<file path="src/rtl/dma_pkg.sv">
// Shared DMA definitions: engine state encoding and default bus widths.
// Used by the memory reader and by the planned UART-RX-to-memory writer.
package dma_pkg;

   localparam int unsigned DMA_DATA_WIDTH = 8;
   localparam int unsigned DMA_ADDR_WIDTH = 8;
   localparam int unsigned DMA_LEN_W      = DMA_ADDR_WIDTH + 1;

   typedef enum logic [2:0] {
      IDLE,
      FETCH,
      CAPTURE,
      SEND,
      DONE
   } dma_state_t;

endpackage

</file>
<file path="src/rtl/dma_mem_reader.sv">
// DMA read engine: fetches a contiguous block of bytes from memory and hands
// them one at a time to the UART transmitter over a valid/ready interface.
module dma_mem_reader
   import dma_pkg::*;
#(
   parameter int unsigned DATA_WIDTH   = DMA_DATA_WIDTH,
   parameter int unsigned ADDR_WIDTH   = DMA_ADDR_WIDTH,
   parameter int unsigned MEMORY_DEPTH = 256
) (
   input  logic                  clk,
   input  logic                  rst,
   input  logic                  start,
   input  logic [ADDR_WIDTH-1:0] src_addr,
   input  logic [ADDR_WIDTH:0]   length,
   input  logic                  abort,
   output logic                  busy,
   output logic                  done,
   output logic [ADDR_WIDTH:0]   sent_count,
   output logic [ADDR_WIDTH-1:0] mem_read_address,
   output logic                  mem_re,
   input  logic [DATA_WIDTH-1:0] mem_data_out,
   output logic [DATA_WIDTH-1:0] tx_data,
   output logic                  tx_valid,
   input  logic                  tx_ready
);

   dma_state_t            state;
   logic [ADDR_WIDTH-1:0] cur_addr;
   logic [ADDR_WIDTH-1:0] next_addr;
   logic [ADDR_WIDTH:0]   remaining;
   logic                  abort_flag;
   logic                  abort_hit;

   // The current abort pulse counts as well as the sticky flag, so an abort
   // seen in FETCH or CAPTURE takes effect on that same edge.
   assign abort_hit = abort | abort_flag;
   assign next_addr = (cur_addr == ADDR_WIDTH'(MEMORY_DEPTH - 1)) ? '0 : cur_addr + 1'b1;

   assign busy = (state != IDLE);
   assign done = (state == DONE);

   always_ff @(posedge clk or posedge rst) begin
      if (rst) begin
         state            <= IDLE;
         cur_addr         <= '0;
         remaining        <= '0;
         sent_count       <= '0;
         mem_read_address <= '0;
         mem_re           <= 1'b0;
         tx_data          <= '0;
         tx_valid         <= 1'b0;
         abort_flag       <= 1'b0;
      end else begin
         if (state != IDLE && abort) begin
            abort_flag <= 1'b1;
         end
         case (state)
            IDLE: begin
               if (start) begin
                  sent_count <= '0;
                  abort_flag <= 1'b0;
                  if (length != '0) begin
                     cur_addr         <= src_addr;
                     remaining        <= length;
                     mem_read_address <= src_addr;
                     mem_re           <= 1'b1;
                     state            <= FETCH;
                  end else begin
                     state <= DONE;
                  end
               end
            end
            FETCH: begin
               mem_re <= 1'b0;
               state  <= abort_hit ? DONE : CAPTURE;
            end
            CAPTURE: begin
               if (abort_hit) begin
                  state <= DONE;
               end else begin
                  tx_data  <= mem_data_out;
                  tx_valid <= 1'b1;
                  state    <= SEND;
               end
            end
            SEND: begin
               // tx_valid is never withdrawn here; abort waits for the handshake.
               if (tx_ready) begin
                  tx_valid   <= 1'b0;
                  sent_count <= sent_count + 1'b1;
                  remaining  <= remaining - 1'b1;
                  cur_addr   <= next_addr;
                  if (remaining == (ADDR_WIDTH + 1)'(1) || abort_hit) begin
                     state <= DONE;
                  end else begin
                     mem_read_address <= next_addr;
                     mem_re           <= 1'b1;
                     state            <= FETCH;
                  end
               end
            end
            DONE: begin
               state <= IDLE;
            end
            default: begin
               state <= IDLE;
            end
         endcase
      end
   end

endmodule
</file>
<file path="config.mk">
export PLATFORM = sky130hd
export DESIGN_NAME = dma_mem_reader
export DESIGN_NICKNAME = d
export VERILOG_FILES = /design/src/rtl/dma_pkg.sv /design/src/rtl/dma_mem_reader.sv
export SDC_FILE = /design/constraint.sdc
export NUM_CORES = 1
export LEC_CHECK = 0
export BUFFER_PORTS_ARGS = -buffer_cell sky130_fd_sc_hd__buf_4
export CAP_MARGIN = 40
export CORE_ASPECT_RATIO = 1.5
export CORE_MARGIN = 8
export CORE_UTILIZATION = 40
export DETAILED_ROUTE_END_ITERATION = 10
export PLACE_DENSITY_LB_ADDON = 0.05
export REMOVE_ABC_BUFFERS = 1
export SYNTH_ARGS = -nofsm -noshare
export SYNTH_HDL_FRONTEND = slang
export SYNTH_SLANG_ARGS = --single-unit
</file>
<file path="constraint.sdc">
create_clock -name clk -period 2.43 [get_ports clk]
set_input_delay 0.243 -clock clk [delete_from_list [all_inputs] [get_ports clk]]
set_output_delay 0.243 -clock clk [all_outputs]
set_load 0.01 [all_outputs]
</file>
# Word level (Yosys, flattened, before mapping)
# Cells that the tools add are included.
# Widths: inputs -> output; s select.
[totals]
regBits = 48
wordCells = 73
out_inout_bits = 29
[op_classes]
n_eq_ne = 11
add_sub_neg = 3
muxes = 33
n_reduce_logical = 15
bitwise_logic = 2
[ops]
columns = ["cell", "n"]
rows = [
  ["$mux 8", 6],
  ["$mux 9", 5],
  ["$pmux 9 s2", 2],
  ["$pmux 8 s2", 2],
  ["$mux 3", 6],
  ["$pmux 3 s4", 1],
  ["$ne 2x2->1 const B", 5],
  ["$reduce_and 5->1", 2],
  ["$add 9x1->9 const B", 1],
  ["$eq 9x1->1 const B", 1],
  ["$mux 1", 9],
  ["$reduce_bool 9->1", 1],
  ["$sub 9x1->9 const B", 1],
  ["$add 8x1->8 const B", 1],
  ["$eq 8x8->1 const B", 1],
  ["$eq 3x2->1 const B", 2],
  ["$reduce_and 3->1", 2],
  ["$reduce_bool 3->1", 2],
  ["$reduce_and 2->1", 2],
  ["$reduce_and 4->1", 1],
  ["$reduce_bool 2->1", 2],
  ["$eq 3x1->1 const B", 1],
  ["$eq 3x3->1 const B", 1],
  ["$logic_not 3->1", 1],
  ["6 further kinds", 6],
]

# Depth between registers and ports, before layout
[depth]
depth_word = 5
mapped_depth = 7
depth_no_buf = 6

# Worst setup path after synthesis
# OpenSTA, ideal clock, no wires.
[synth_path]
path_type = "register to register"
start = "register remaining[4]"
end = "register mem_read_address[0]"
setup_ns = 0.125
arrival_time_ns = 1.808
slack_ns = 0.497
synth_period_minus_slack_ns = 1.933
stages_incl_launch_ff = 6
cell_sequence = "dfrtp_1 > clkbuf_1 > nor4_1 > a311oi_1 > o211ai_2 > mux2_2"
[synth_via]
elab_chain_cells = 4
[synth_lines]
columns = ["element", "line_no", "source"]
rows = [
  ["start: declaration", "dma_mem_reader.sv:30", "logic [ADDR_WIDTH:0] remaining;"],
  ["start signal: assignment", "dma_mem_reader.sv:64", "remaining <= length;"],
  ["start signal: assignment", "dma_mem_reader.sv:91", "remaining <= remaining - 1'b1;"],
  ["$eq 9x1->1", "dma_mem_reader.sv:93", "if (remaining == (ADDR_WIDTH + 1)'(1) || abort_hit) begin"],
  ["$logic_or 1x1->1", "dma_mem_reader.sv:93", ""],
  ["$ne 2x2->1 (no line)", "n/a", ""],
  ["$reduce_and 5->1 (no line)", "n/a", ""],
  ["end signal: assignment", "dma_mem_reader.sv:65", "mem_read_address <= src_addr;"],
  ["end signal: assignment", "dma_mem_reader.sv:96", "mem_read_address <= next_addr;"],
  ["end: declaration", "dma_mem_reader.sv:19", "output logic [ADDR_WIDTH-1:0] mem_read_address,"],
]
# No other way between the ends.
# A chain may end at the register's enable or synchronous reset.

# Final worst setup path
[layout_path]
start = "register state[1]"
end = "register sent_count[5]"
[layout_via]
elab_chain_cells = 3
[layout_lines]
columns = ["element", "line_no", "source"]
rows = [
  ["start: declaration", "dma_mem_reader.sv:27", "dma_state_t state;"],
  ["start signal: assignment", "dma_mem_reader.sv:75", "state <= abort_hit ? DONE : CAPTURE;"],
  ["$eq 3x2->1 / $logic_not 3->1 (equally long branches)", "dma_mem_reader.sv:57", "case (state)"],
  ["$ne 2x2->1 (no line) / $reduce_bool 2->1 (equally long branches)", "n/a", ""],
  ["$reduce_and 3->1 (no line)", "n/a", ""],
  ["end signal: assignment", "dma_mem_reader.sv:90", "sent_count <= sent_count + 1'b1;"],
  ["end: declaration", "dma_mem_reader.sv:18", "output logic [ADDR_WIDTH:0] sent_count,"],
]
# Parallel ways exist; a longest one is shown, timed or not.

==> flow_metrics.py <==
metrics = {
    "worst_setup_path": {
        "cp-start-kind": "flop",
        "crit_fanout": 13,
        "critPathArrivalTime_ns": 2.40,
        "timing.rr.end": "sent_count[5]",
        "required_ns": 2.67,
        "worstSetupPathType": "flop to flop",
        "reg2reg_from": "state[1]",
        "crit_path_end_kind": "flop",
        "r2r_setup_slack_ns": 0.27,
        "rr_worst_depth": 4,
    },
    "placement": {
        "place_congestion": 0.842,
        "dp_hpwl_um": 4990,
        "place.port_buffers": 58,
    },
    "sta": {
        "rsz0062_at_grt": "false",
        "maxSlewHeadroom_pct": 65.2,
        "post-route-period-util_pct": 89.0,
        "whs_ns": 0.158,
        "hold_viol_final": 0,
        "finalSetupViolations": 0,
        "setup_tns_ns": 0,
        "finalMaxSlewViolations": 0,
        "tightest_slew_ns": 0.508,
        "finClkSkew_ns": 0.00445,
        "fmax_mhz": 462,
        "fin_crit_ns": 2.16,
    },
    "pwr": {
        "cellPowerDensity_nw_per_um2": 1080,
        "ir_drop_mv": 0.532,
        "p_leak_nw": 1.43,
    },
    "global_route": {
        "antenna_found_initial": 0,
        "grt_pass1_wl_um": 11000,
        "grt_start_max_net_pins": 20,
        "track_usage_pct": 14.9,
        "overflow": 0,
        "grt_pass1_vias": 2300,
    },
    "detailed_routing": {
        "drt_pass1_iterations": 4,
        "via_count": 2178,
        "final_antenna_net_count": 0,
        "vias_per_cell": 5.51,
        "drc_errors": 0,
        "finalWirelength_um": 6540,
        "drt_iter0_markers": 134,
        "wl_per_cell_um": 16.5,
    },
    "worst_hold_path": {
        "worstHoldPathCells": 2,
        "worstHoldStart": "mem_data_out[7]",
        "hold_end": "tx_data[7]",
        "worst_hold_path_type": "primary input to flop",
    },
    "finish": {
        "nets": 352,
        "syn2layout_area_growth_pct": 26.6,
        "final_layout_size_suffix_gt1_share_pct": 34.8,
        "antenna_cells": 0,
    },
    "synthesis": {
        "ys.flop_type": "dfrtp_1",
        "yosysMostFrequentCell": "dfrtp_1",
        "seq_area_frac_synth_pct": 46.5,
        "yosys_warnings": 0,
        "ys_ff_latch": 48,
        "syn_area_sq_um": 2580,
        "yosys.area.top_type": "dfrtp_1",
        "synth.avg_cell_area_sq_um": 10.3,
        "synth_edf_count": 0,
        "ys_types": 50,
        "synth_top_cells_by_count": "dfrtp_1, mux2_2, nor2_1, o21ai_0",
        "synth_top_area_share_pct": 46.5,
        "async_flop_share_pct": 100,
        "synthTopCellsByArea": "dfrtp_1, mux2_2, nor2_1, o21ai_0, o31ai_1",
        "netlist_instances": 252,
    },
    "floorplanning": {
        "dieHeight_um": 114,
        "ios": 59,
        "start_util_pct": 40.4,
        "row_count": 36,
        "core-area_sq_um": 6400,
        "dieArea_sq_um": 9340,
        "fp.dieW_um": 81.6,
    },
    "clock_tree": {
        "numClockSinks": 48,
        "cts_tree": "built",
        "clockBufferDepth": 2,
        "cts_resized": 0,
        "postCtsSetupBuffers": 0,
        "path_clk_slew_ns": 0.09,
        "h-tree-depth": 2,
        "cts_buffers": 5,
        "root_buffer": "clkbuf_8",
        "clk_latency_ns": 0.31,
    },
    "flow_run": {
        "drv_cap": 0,
    },
    "status": {
        "run_status": "completed",
    },
}
[stage by stage]
stage	utilization, %	instance area (sq um)	total power, mW	setup WS (ns)	std cells
after floorplan	-	2510	2.33	0.249	238
after global placement	49.2	3150	2.98	0.347	386
after detailed placement	49.2	3150	3.00	0.299	386
after CTS	51.1	3270	3.60	0.266	395
after global routing	51.1	3270	3.82	0.145	395
final	51.1	3270	3.55	0.267	395
[sequential cells by signal, summed over array words and instances (netlist names)]
signal            count
sent_count            9
mem_re                1
cur_addr              8
mem_read_address      8
abort_flag            1
remaining             9
tx_data               8
tx_valid              1
state                 3
[area by class of cell]
class | instances | area (sq um)
Clock buffer | 5 | 68.8
Clock inverter | 3 | 42.5
Fill cell | 629 | 3130
Inverter | 6 | 22.5
Multi-Input combinational cell | 184 | 1290
Sequential cell | 48 | 1200
Tap cell | 76 | 95.1
Timing Repair Buffer | 73 | 551
[critical path, cell delays in order (launching register included)]
cell and delay, ns:
dfrtp_1 0.50, or3b_1 0.54, a21o_1 0.36, or4_1 0.54
a21oi_1 0.15
[report_power, final]
part / total, mW / internal (mW) / switching [mW]
Combinational: 1.52 / 0.793 / 0.731
Sequential: 1.44 / 1.12 / 0.315
Clock: 0.585 / 0.305 / 0.280
Total: 3.55 / 2.22 / 1.33
[timing repair]
| item | CTS | global route |
|---|---|---|
| endpoints found under the hold margin | 17 | 0 |
| hold buffers | 1 | 0 |
| setup endpoints to repair | 0 | 0 |
[layout by cell type (no fill, tap or decap), types with 5 or more instances in the layout]
master / instances
a31oi_1: 7
nor3_1: 8
buf_4: 72
dfrtp_1: 48
mux2_2: 23
inv_1: 5
nor2_1: 21
xnor2_1: 6
a21oi_1: 9
nand3_1: 13
o2bb2ai_1: 5
nand2_1: 13
or4_1: 5
o21ai_0: 15
clkbuf_8: 5
o31ai_1: 9
[how the worst max path moves through the flow]
stage                   from             endpoint  depth (start not counted)
floorplan           state[2]  mem_read_address[0]                          3
global placement    state[1]        sent_count[6]                          4
detailed placement  state[1]        sent_count[6]                          4
CTS                 state[1]        sent_count[8]                          4
global route        state[1]        sent_count[6]                          4
finish              state[1]        sent_count[5]                          4
[layer usage]
metal  track usage, %  vias to the layer above  wire (um)
li1                 -                     1075          -
met1             17.0                     1039       2720
met2             25.9                       57       3340
met3             3.62                        7        363
met4             5.53                        0        110
met5                0                        -          0
[logic make-up after synthesis]
family	Yosys count	share of synthesized area (%)
DFF	48	46.5
muxes	23	10.0
AOI/OAI and AO/OA	68	18.4
buffers and inverters	20	3.83
xor gates and xnor gates	8	2.71
and+or+nand+nor	81	16.6
adders and majority gates	4	1.94
(Power assumes the default switching activity.)
